$ cat src/rtl/timer_pkg.sv
// Shared definitions for the bus-mapped countdown timer: FSM states,
// register offsets, CTRL bit positions and mode encodings.
package timer_pkg;

   typedef enum logic [1:0] {
      IDLE = 2'd0,
      LOAD = 2'd1,
      CNT  = 2'd2,
      INT  = 2'd3
   } timer_state_e;

   localparam logic [1:0] ADDR_CTRL   = 2'd0;
   localparam logic [1:0] ADDR_PRESET = 2'd1;
   localparam logic [1:0] ADDR_COUNT  = 2'd2;

   localparam int CTRL_W        = 4;
   localparam int CTRL_EN       = 0;
   localparam int CTRL_MODE_LSB = 1;
   localparam int CTRL_IM       = 3;

   localparam logic [1:0] MODE_ONESHOT  = 2'd0;
   localparam logic [1:0] MODE_PERIODIC = 2'd1;

endpackage

$ cat src/rtl/timer_dev.sv
// Programmable countdown timer on the processor bus: CTRL/PRESET/COUNT
// registers, a four-state load/count/interrupt FSM and a masked IRQ line.
module timer_dev
   import timer_pkg::*;
#(
   parameter logic [31:0] RESET_PRESET = 32'd0
) (
   input  logic        Clk,
   input  logic        Reset,
   input  logic        Sel,
   input  logic [1:0]  Addr,
   input  logic        WE,
   input  logic [31:0] DIn,
   output logic [31:0] DOut,
   output logic        IRQ
);

   timer_state_e      state_q, state_d;
   logic [CTRL_W-1:0] ctrl_q, ctrl_d;
   logic [31:0]       preset_q, preset_d;
   logic [31:0]       count_q, count_d;
   logic              irq_flag_q, irq_flag_d;

   logic enable;
   logic periodic;
   logic wr_ctrl;
   logic wr_preset;
   logic load_cnt, dec_cnt, expire, fsm_clr_en, fsm_clr_irq;

   assign enable    = ctrl_q[CTRL_EN];
   assign periodic  = (ctrl_q[CTRL_MODE_LSB +: 2] == MODE_PERIODIC);
   assign wr_ctrl   = Sel & WE & (Addr == ADDR_CTRL);
   assign wr_preset = Sel & WE & (Addr == ADDR_PRESET);

   always_ff @(posedge Clk) begin
      if (Reset) begin
         state_q <= IDLE;
      end else begin
         state_q <= state_d;
      end
   end

   always_comb begin
      state_d = state_q;
      case (state_q)
         IDLE: if (enable) state_d = LOAD;
         LOAD: state_d = CNT;
         CNT: begin
            if (!enable) begin
               state_d = IDLE;
            end else if (count_q <= 32'd1) begin
               state_d = INT;
            end
         end
         INT:     state_d = IDLE;
         default: state_d = IDLE;
      endcase
   end

   always_comb begin
      load_cnt    = 1'b0;
      dec_cnt     = 1'b0;
      expire      = 1'b0;
      fsm_clr_en  = 1'b0;
      fsm_clr_irq = 1'b0;
      case (state_q)
         LOAD: load_cnt = 1'b1;
         CNT: begin
            if (enable) begin
               if (count_q > 32'd1) begin
                  dec_cnt = 1'b1;
               end else begin
                  expire = 1'b1;
               end
            end
         end
         INT: begin
            if (periodic) begin
               fsm_clr_irq = 1'b1;
            end else begin
               fsm_clr_en = 1'b1;
            end
         end
         default: ;
      endcase
   end

   // A bus CTRL write overrides the FSM's Enable clear; a fresh expiry
   // outranks a coincident flag clear so no interrupt is ever lost.
   always_comb begin
      ctrl_d = ctrl_q;
      if (fsm_clr_en) begin
         ctrl_d[CTRL_EN] = 1'b0;
      end
      if (wr_ctrl) begin
         ctrl_d = DIn[CTRL_W-1:0];
      end

      preset_d = wr_preset ? DIn : preset_q;

      count_d = count_q;
      if (load_cnt) begin
         count_d = preset_q;
      end else if (dec_cnt) begin
         count_d = count_q - 32'd1;
      end else if (expire) begin
         count_d = 32'd0;
      end

      irq_flag_d = irq_flag_q;
      if (wr_ctrl || fsm_clr_irq) begin
         irq_flag_d = 1'b0;
      end
      if (expire) begin
         irq_flag_d = 1'b1;
      end
   end

   always_ff @(posedge Clk) begin
      if (Reset) begin
         ctrl_q     <= '0;
         preset_q   <= RESET_PRESET;
         count_q    <= '0;
         irq_flag_q <= 1'b0;
      end else begin
         ctrl_q     <= ctrl_d;
         preset_q   <= preset_d;
         count_q    <= count_d;
         irq_flag_q <= irq_flag_d;
      end
   end

   always_comb begin
      DOut = '0;
      case (Addr)
         ADDR_CTRL:   DOut = {{(32-CTRL_W){1'b0}}, ctrl_q};
         ADDR_PRESET: DOut = preset_q;
         ADDR_COUNT:  DOut = count_q;
         default:     DOut = '0;
      endcase
   end

   assign IRQ = irq_flag_q & ctrl_q[CTRL_IM];

endmodule

$ cat config.mk
export PLATFORM = sky130hd
export DESIGN_NAME = timer_dev
export DESIGN_NICKNAME = d
export VERILOG_FILES = /design/src/rtl/timer_pkg.sv /design/src/rtl/timer_dev.sv
export SDC_FILE = /design/constraint.sdc
export NUM_CORES = 1
export LEC_CHECK = 0
export BUFFER_PORTS_ARGS = -buffer_cell sky130_fd_sc_hd__buf_2
export CAP_MARGIN = 25
export CORE_AREA = 5 5 94 96
export DETAILED_ROUTE_END_ITERATION = 8
export DIE_AREA = 0 0 99 101
export PLACE_DENSITY = 0.87
export SYNTH_ARGS = -nofsm -noshare
export SYNTH_HDL_FRONTEND = slang
export SYNTH_SLANG_ARGS = --single-unit
$ cat constraint.sdc
create_clock -name Clk -period 2.35 [get_ports Clk]
set_clock_uncertainty 0.15 [all_clocks]
set_input_delay 0.3525 -clock Clk [delete_from_list [all_inputs] [get_ports Clk]]
set_output_delay 0.3525 -clock Clk [all_outputs]
set_load 0.005 [all_outputs]
==> results of run 1 <==
metrics by stage:
step	total power, mW	instances	setup slack, ns
final	2.58	691	0.110
after global placement	1.46	675	0.155
after global routing	2.66	691	0.0429
after CTS	2.58	691	0.000284
after floorplan	1.38	506	0.0712
after detailed placement	1.46	675	0.0997
power by group:
group          switching [mW]  total, mW  internal, mW
combinational           0.123      0.210        0.0875
sequential             0.0149       1.23          1.22
clock                   0.481       1.13         0.654
final cells by class:
| class | count | share of cell area |
|---|---|---|
| sequential | 71 | 0.296 |
| clock inverter | 5 | 0.0167 |
| multi-input combinational | 383 | 0.481 |
| tap | 105 | 0.0274 |
| clock buffer | 11 | 0.0315 |
| inverter | 3 | 0.00235 |
| timing repair buffer | 113 | 0.145 |
final timing paths:
path / depth (start not counted) / from / endpoint / slack, ns
hold reg to reg: 2 / preset_q[13]$_SDFFE_PP0P_ / preset_q[13]$_SDFFE_PP0P_ / 0.33
setup reg to reg: 5 / count_q[8]$_SDFFE_PP0P_ / state_q[0]$_SDFFE_PP0P_ / 0.11
setup / recovery: 5 / count_q[8]$_SDFFE_PP0P_ / state_q[0]$_SDFFE_PP0P_ / 0.11
hold / removal: 3 / DIn[16] / preset_q[16]$_SDFFE_PP0P_ / 0.08
worst max-delay path, delay by kind of cell (launching register included):
kind / cells / cell delay (ns)
AO/OA/AOI/OAI: 1 / 0.35
buffers and inverters: 1 / 0.20
AND/OR/NAND/NOR: 3 / 1.13
flip-flops: 1 / 0.31
logic make-up after synthesis:
kind of cell,synth area share
AO/OA/AOI/OAI,0.243
XOR/XNOR,0.0336
adder cells (fa/ha/maj),0.00640
buffers and inverters,0.0563
flip-flops,0.363
multiplexers,0.0179
AND/OR/NAND/NOR,0.279
placed cells by master (no fill, tap or decap), drive strengths merged, types with 2 or more instances in the layout:
cell type	count
clkbuf	11
xnor2	10
nand2b	4
bufinv	2
nand3	32
dfxtp	71
nand3b	3
nor3b	3
o21ai	7
a31oi	20
nor4	19
o22ai	2
o32ai	8
buf	113
nand4	4
or4	7
inv	3
clkinvlp	2
a22oi	8
and2	2
mux2i	7
nor2b	4
a211oi	2
o31a	2
nor2	22
o21a	2
or2	4
and3	4
xor2	5
ha	2
a21oi	50
a22o	28
nand2	91
a32oi	3
o211ai	4
or3	6
nor3	12
per-layer routing:
| metal | GRT usage | part of all wire | up-vias |
|---|---|---|---|
| met1 | 0.281 | 0.41 | 1961 |
| met3 | 0.0422 | 0.064 | 26 |
| met2 | 0.400 | 0.50 | 187 |
| met5 | 0 | 0 | - |
| met4 | 0.0861 | 0.022 | 0 |
| li1 | - | - | 2003 |
state kept, by name (all words and copies together) (netlist names):
register	flops
irq_flag_q	1
count_q	32
ctrl_q	4
preset_q	32
state_q	2
Yosys cell counts, drive strengths merged, types with 8 or more instances:
cell type	n
nand2	91
buf	9
dfxtp	71
nor2	22
a21oi	50
nor3	12
xnor2	10
a22o	28
nand3	32
clkbuf	40
a22oi	8
a31oi	20
nor4	19
o32ai	8
==> impl_metrics.yaml, run 1 <==
clock_tree:
  cts_resized: 0
  cts_tree: "done"
  htreeDepth: 3
  numCtsBuffers: 9
  clk_pin_slew_ns: 0.08
  cts_sinks: 71
  insertion_delay_ns: 0.35
  hold_buffers: 0
  cts.path.max_buffers: 2
  cts_setup_buffers: 0
  cts-root-buf: "clkbuf_8"
critical_path:
  critPathKind: "flip-flop to flip-flop"
  crit_chain: "or4_1 > nor4_4 > nand4_4 > buf_4 > a2111oi_4"
  setup.worst_path.end_class: "flip-flop"
  worstSetupStartpointType: "flip-flop"
  arrival_ns: 2.34
  cp_max_fo: 9
  required_ns: 2.45
  cp_slowest_stage_delay_ns: 0.59
  crit_slowest_cell: "or4_1"
detailed_routing:
  via_count: 4177
  wl_um: 11600
  ant_nets: 0
  drc: 0
  drt_iter0_drc: 365
  wire_per_inst_um: 16.8
  viasPerCell: 6.04
  dr.pass1.iters: 5
timing:
  fin_crit_sh: 0.953
  period_needed_ns: 2.24
  tns_ns: 0
  worst_hold_slack_ns: 0.0821
  rsz0062_at_grt: "no"
  fmax_mhz: 446
  worstMarginPinSlew_ns: 0.776
  hold_viol: 0
  drv_slew: 0
  setup_viol: 0
  relSlewSlack: 0.480
finish:
  syn_to_final_growth_pct: 22.7
  drive_gt1_frac: 0.247
  num-fill-cells: 690
  diodes: 0
  stdcell_area_um2: 4800
  layout.nets: 621
  multi_input_area_um2: 2310
  utilization: 0.602
  seq_area_um2: 1420
logic_synthesis:
  synthCells: 506
  synth_cell_types: 47
  syn-num-nets: 546
  synth_top_area_frac: 0.363
  synthTopCellsByArea: "dfxtp_1, nand2_1, a21oi_1"
  ys_seq_elements: 71
  synth.avg_cell_area_um2: 7.73
  syn_area_um2: 3910
  synth_edf_count: 0
  async_reset_ff_frac: 0
  yosys_most_used_dff: "dfxtp_1"
  ys_seq_area_frac: 0.363
  yosysWarnings: 0
  yosysTopAreaCell: "dfxtp_1"
power:
  ir_drop_mv: 0.342
  p_per_area_nw_per_um2: 537
  p_leak_nw: 1.98
grt:
  grt_max_degree: 33
  grt_pass1_vias: 3972
  antenna_found_initial: 0
  grt_usage: 0.230
  grt_pass1_wl_um: 18800
  grt_overflow: 0
job:
  maxCapViolCount: 0
floorplan:
  dieArea_um2: 10000
  rows: 33
  initial_core_util: 0.491
  num_io_pins: 71
  die_h_um: 101
  die_width_um: 99
  fp.coreArea_um2: 7970
place:
  port_buffers: 70
  gp_congestion: 0.968
  placed_cell_area_um2: 4540
  dp_hpwl_um: 8010
hold_path:
  hold_path.class: "primary input to flip-flop"
status:
  status: "finished clean"
Note: power is estimated with default switching activity, not from simulation.
==> run 2, diff against run 1 <==
--- a/config.mk
+++ b/config.mk
@@ -5,12 +5,13 @@
 export SDC_FILE = /design/constraint.sdc
 export NUM_CORES = 1
 export LEC_CHECK = 0
+export ABC_AREA = 1
 export BUFFER_PORTS_ARGS = -buffer_cell sky130_fd_sc_hd__buf_2
 export CAP_MARGIN = 25
-export CORE_AREA = 5 5 94 96
+export CORE_AREA = 5 5 95 97
 export DETAILED_ROUTE_END_ITERATION = 8
-export DIE_AREA = 0 0 99 101
-export PLACE_DENSITY = 0.87
+export DIE_AREA = 0 0 100 102
+export PLACE_DENSITY = 0.86
 export SYNTH_ARGS = -nofsm -noshare
 export SYNTH_HDL_FRONTEND = slang
 export SYNTH_SLANG_ARGS = --single-unit
==> run 2 against run 1 <==
Effect of this change: clock-buffer cell count rose by 1; utilization fell by 3.0 points; total power fell by 5.6%; via count rose by 0.57%; final area fell by 4.0%; non-clock buffer count fell by 33; synthesized cell count rose by 20%; highest routed layer unchanged.
==> impl_metrics.yaml, run 2 <==
timing:
  fmax_mhz: 479
  hold_viol: 0
  fin_ws_ns: 0.263
  period_needed_ns: 2.09
  relSlewSlack: 0.452
  drv_slew: 0
  rsz0062_at_grt: "no"
  setup_viol: 0
  tns_ns: 0
  worstMarginPinSlew_ns: 0.821
  fin_crit_sh: 0.888
power:
  ir_drop_mv: 0.316
  seqPwrFrac: 0.508
  power_frac_clock: 0.402
  p_leak_nw: 2.16
  finalPower_mw: 2.43
  switching_share: 0.251
  p_per_area_nw_per_um2: 528
  p_comb_frac: 0.091
  p_sw_mw: 0.610
  intPower_mw: 1.82
clock_tree:
  cts_setup_buffers: 0
  cts_sinks: 71
  cts_tree: "done"
  cts_resized: 0
  insertion_delay_ns: 0.35
  cts.path.max_buffers: 2
  hold_buffers: 0
  clk_pin_slew_ns: 0.08
  htreeDepth: 3
  numCtsBuffers: 9
  cts-root-buf: "clkbuf_8"
finish:
  syn_to_final_growth_pct: 16.6
  num-fill-cells: 791
  layout_common_cells: "nand2_1, inv_1, nor2_1, dfxtp_1, buf_2"
  stdcell_area_um2: 4610
  layout.nets: 712
  diodes: 0
  reg_top3: "count_q x32, preset_q x32, ctrl_q x4"
  multi_input_area_um2: 2050
  drive_gt1_frac: 0.167
  layout.cells.non_filler: 781
  seq_area_um2: 1420
  layout_commonest_cell: "nand2_1"
grt:
  grt_pass1_vias: 4065
  grt_busiest_layer: "met2"
  met3_usage: 0.0505
  antenna_found_initial: 0
  grt_overflow: 0
  grt_usage: 0.229
  grt_pass1_wl_um: 18900
  met1_usage: 0.292
  grt_max_degree: 62
  met2_usage: 0.388
critical_path:
  reg2reg_to: "count_q[22]$_SDFFE_PP0P_"
  crit_slowest_cell: "dfxtp_1"
  r2r_cells: 11
  critPathKind: "flip-flop to flip-flop"
  required_ns: 2.48
  r2r_setup_slack_ns: 0.26
  setup.worst_path.end_class: "flip-flop"
  arrival_ns: 2.21
  worstSetupStartpointType: "flip-flop"
  cp_max_fo: 12
  cp_slowest_stage_delay_ns: 0.36
  reg2reg_from: "count_q[0]$_SDFFE_PP0P_"
  crit_chain: "inv_1 > ha_1 > nor2_1 > nor2_1 > nand2_1 > nor2_2 > nand2_2 > nand2_2 > inv_2 > nand2_1 > o21ai_1"
floorplan:
  dieArea_um2: 10200
  die_width_um: 100
  num_io_pins: 71
  die_h_um: 102
  rows: 33
  initial_core_util: 0.491
  fp.coreArea_um2: 8050
detailed_routing:
  ant_nets: 0
  viasPerCell: 5.38
  wire_per_inst_um: 14.4
  drc: 0
  via_count: 4201
  dr.pass1.iters: 5
  wl_um: 11300
  drt_iter0_drc: 215
place:
  dp_hpwl_um: 8450
  placed_cell_area_um2: 4420
  gp_congestion: 0.980
  place_inst: 766
  port_buffers: 70
  pre_cts_slack_ns: 0.317
logic_synthesis:
  synth_cell_types: 26
  yosysTopAreaCell: "dfxtp_1"
  synth.avg_cell_area_um2: 6.49
  syn-num-nets: 649
  synthCells: 609
  synth_top_area_frac: 0.359
  synth_edf_count: 0
  ys_seq_elements: 71
  yosysWarnings: 0
  synthTopCellsByArea: "dfxtp_1, nand2_1, o22ai_1"
  async_reset_ff_frac: 0
  ys_top_cells_by_count: "nand2_1, inv_1, nor2_1, dfxtp_1, o22ai_1"
  syn_area_um2: 3950
  yosysMostFrequentCell: "nand2_1"
  yosys_most_used_dff: "dfxtp_1"
  ys_seq_area_frac: 0.359
status:
  status: "finished clean"
hold_path:
  whs_endpoint: "preset_q[18]$_SDFFE_PP0P_"
  min-delay-start: "DIn[18]"
  worstHoldPathCells: 3
  hold_path.class: "primary input to flip-flop"
job:
  maxCapViolCount: 0
[run 2: cell count changes after synthesis, moves of 20 or more]
cell     previous run  this run
inv_1               3        93
a22o_1             28         0
o21ai_0             7        37
a31oi_1            20         0
nor2_1             22        90
o22ai_1             2        58
[run 2: metrics by stage]
step,utilization,hold slack (ns)
finish,0.573,0.0737
global route,0.573,0.102
CTS,0.573,0.0658
detailed placement,0.549,0.319
global placement,0.549,0.310
floorplan,-,0.294
[run 2: cells by family after synthesis]
family,after synthesis,share of synthesized area
AND/OR/NAND/NOR,230,0.242
XOR/XNOR,17,0.0377
buffers and inverters,125,0.121
flip-flops,71,0.359
adder cells (fa/ha/maj),2,0.00633
AO/OA/AOI/OAI,164,0.233
[run 2: cell type report]
| cell class | count | area share |
|---|---|---|
| clock buffers | 12 | 0.0315 |
| well taps | 105 | 0.0285 |
| multi-input cells | 413 | 0.446 |
| repair buffers | 80 | 0.0977 |
| clock inverters | 3 | 0.00950 |
| inverters | 97 | 0.0790 |
| flip-flops and latches | 71 | 0.308 |
[run 2: power by group through the flow]
stage	logic [mW]	clock network [mW]	registers (mW)
floorplan	0.137	0	1.26
global placement	0.215	0	1.26
detailed placement	0.218	0	1.26
CTS	0.220	0.989	1.24
global route	0.249	1.04	1.24
finish	0.221	0.977	1.24
[run 2: worst max-delay path by stage]
| stage | from | end | slack (ns) | depth (start not counted) |
|---|---|---|---|---|
| 3_3_place_gp | count_q[0]$_SDFFE_PP0P_ | count_q[30]$_SDFFE_PP0P_ | 0.42 | 10 |
| 5_1_grt | count_q[0]$_SDFFE_PP0P_ | count_q[24]$_SDFFE_PP0P_ | 0.1 | 11 |
| 6_report | count_q[0]$_SDFFE_PP0P_ | count_q[22]$_SDFFE_PP0P_ | 0.26 | 11 |
| 4_1_cts | count_q[0]$_SDFFE_PP0P_ | count_q[22]$_SDFFE_PP0P_ | 0.28 | 11 |
| 2_1_floorplan | count_q[0]$_SDFFE_PP0P_ | count_q[30]$_SDFFE_PP0P_ | 0.63 | 10 |
| 3_5_place_dp | count_q[0]$_SDFFE_PP0P_ | count_q[22]$_SDFFE_PP0P_ | 0.32 | 11 |
[run 2: routing by layer]
metal  routed length (µm)  part of all wire
met1                 4920              0.44
met2                 5290              0.47
met3                  870             0.077
met4                  200             0.018
met5                    0                 0
[run 2: critical path: cells and delay by family (launching register included)]
kind	cells	cell delay (ns)
and+or+nand+nor	7	0.74
AOI/OAI and AO/OA	1	0.16
DFF	1	0.36
buffers and inverters	2	0.30
adders and majority gates	1	0.29
==> run 3, diff against run 2 <==
--- a/config.mk
+++ b/config.mk
@@ -9,9 +9,12 @@
 export BUFFER_PORTS_ARGS = -buffer_cell sky130_fd_sc_hd__buf_2
 export CAP_MARGIN = 25
 export CORE_AREA = 5 5 95 97
+export CTS_BUF_LIST = sky130_fd_sc_hd__clkbuf_16
 export DETAILED_ROUTE_END_ITERATION = 8
 export DIE_AREA = 0 0 100 102
 export PLACE_DENSITY = 0.86
+export REMOVE_ABC_BUFFERS = 1
+export SETUP_SLACK_MARGIN = 0.15
 export SYNTH_ARGS = -nofsm -noshare
 export SYNTH_HDL_FRONTEND = slang
 export SYNTH_SLANG_ARGS = --single-unit
==> run 3 against run 2 <==
Effect of this change: non-clock buffer count is 2 higher; final area grew 2.8%; register-to-register slack improved by 0.14 ns; first-iteration DRC count grew 9.8%; critical endpoint is now DOut[15]; largest cell class unchanged.
==> impl_metrics.yaml, run 3 (synthesis gave the netlist of run 2 again) <==
clock_tree:
  cts_sinks: 71
  cts-root-buf: "clkbuf_16"
  clk_pin_slew_ns: 0.06
  cts.path.max_buffers: 2
  cts_tree: "done"
  htreeDepth: 3
  numCtsBuffers: 9
  insertion_delay_ns: 0.34
detailed_routing:
  ant_nets: 0
  viasPerCell: 5.28
  wl_um: 11500
  drc: 0
  drt_iter0_drc: 236
  via_count: 4137
  dr.pass1.iters: 5
  wire_per_inst_um: 14.7
timing:
  fmax_mhz: 500
  fin_crit_sh: 0.851
  setup_viol: 0
  relSlewSlack: 0.427
  worstMarginPinSlew_ns: 0.858
  tns_ns: 0
  period_needed_ns: 2.00
  drv_slew: 0
  hold_viol: 0
  rsz0062_at_grt: "no"
grt:
  grt_max_degree: 62
  antenna_found_initial: 0
  grt_pass1_vias: 4076
  grt_pass1_wl_um: 19400
  grt_usage: 0.236
  grt_overflow: 0
finish:
  seq_area_um2: 1420
  drive_gt1_frac: 0.174
  layout.nets: 714
  utilization: 0.589
  multi_input_area_um2: 2060
  syn_to_final_growth_pct: 19.9
  num-fill-cells: 777
  layout_common_cells: "nand2_1, inv_1, nor2_1, dfxtp_1, buf_2"
  layout_commonest_cell: "nand2_1"
  reg_top3: "count_q x32, preset_q x32, ctrl_q x4"
  diodes: 0
critical_path:
  reg2reg_from: "count_q[0]$_SDFFE_PP0P_"
  worstSetupStartpointType: "primary input"
  critPathKind: "primary input to primary output"
  reg2reg_to: "count_q[20]$_SDFFE_PP0P_"
  required_ns: 1.85
  cp-startpoint: "Addr[0]"
  cp_max_fo: 14
  cp_common_cell: "buf_2"
  setup.worst_path.end: "DOut[15]"
  r2r_cells: 12
  crit_chain: "buf_2 > inv_1 > nand2_1 > buf_4 > o22ai_1 > buf_2"
  setup.worst_path.end_class: "primary output"
  r2r_setup_slack_ns: 0.40
  crit_slowest_cell: "buf_4"
  arrival_ns: 1.50
  cp_slowest_stage_delay_ns: 0.33
hold_path:
  hold_path.class: "primary input to flip-flop"
  worstHoldPathCells: 3
floorplan:
  initial_core_util: 0.491
  fp.coreArea_um2: 8050
  rows: 33
  dieArea_um2: 10200
  die_h_um: 102
  num_io_pins: 71
  die_width_um: 100
power:
  ir_drop_mv: 0.329
  p_per_area_nw_per_um2: 613
  p_leak_nw: 2.23
place:
  port_buffers: 70
  gp_congestion: 0.979
  dp_hpwl_um: 8510
job:
  maxCapViolCount: 0
status:
  status: "finished clean"
==> run 3: cell types whose count changed in the layout (fill, tap and decap cells not counted), sizes merged <==
| cell | delta |
|---|---|
| clkbuf | -3 |
| bufinv | +1 |
| clkinv | +3 |
| buf | +2 |
==> run 3: worst min-delay path by stage <==
| stage | to | from |
|---|---|---|
| CTS | preset_q[18]$_SDFFE_PP0P_ | DIn[18] |
| floorplan | count_q[10]$_SDFFE_PP0P_ | Reset |
| global placement | preset_q[16]$_SDFFE_PP0P_ | preset_q[16]$_SDFFE_PP0P_ |
| global route | ctrl_q[3]$_SDFFE_PP0P_ | DIn[3] |
| finish | ctrl_q[3]$_SDFFE_PP0P_ | DIn[3] |
| detailed placement | preset_q[10]$_SDFFE_PP0P_ | preset_q[10]$_SDFFE_PP0P_ |
==> run 3: power by group <==
group          switching, mW  internal, mW
sequential            0.0105          1.23
clock                  0.528         0.921
combinational          0.138        0.0806
==> run 3: layout make-up <==
cell class,count,share of cell area
timing repair buffer,82,0.0956
multi-input combinational,413,0.434
clock inverter,7,0.0185
tap,105,0.0277
sequential,71,0.300
inverter,97,0.0768
clock buffer,9,0.0475
==> run 3: through the flow <==
stage | hold slack, ns | setup WS, ns | instance area [µm²] | std cells | power, mW
after floorplan | 0.272 | 0.162 | 3840 | 581 | 1.38
after global placement | 0.313 | 0.356 | 4420 | 768 | 1.47
after detailed placement | 0.315 | 0.291 | 4420 | 768 | 1.48
after CTS | 0.101 | 0.313 | 4740 | 784 | 2.91
after global routing | 0.123 | 0.218 | 4740 | 784 | 3.00
final | 0.105 | 0.350 | 4740 | 784 | 2.91
==> run 3: repair_timing <==
item                                   in CTS  in global routing
setup endpoints to repair                   0                  3
hold buffers                                0                  0
gates resized for setup                     0                  1
setup buffers                               0                  0
endpoints found under the hold margin       0                  0
==> run 3: worst max-delay path, delay by kind of cell <==
| family | cells | cell delay [ns] |
|---|---|---|
| compound gates | 1 | 0.18 |
| buf+inv | 4 | 0.65 |
| simple gates | 1 | 0.32 |
==> run 3: per-layer routing <==
layer  global-route usage  share of wire  vias to the layer above
met2                0.403           0.47                      127
met1                0.296           0.46                     1866
li1                     -              -                     2126
met5                    0              0                        -
met4               0.0881          0.018                        0
met3               0.0491          0.052                       18
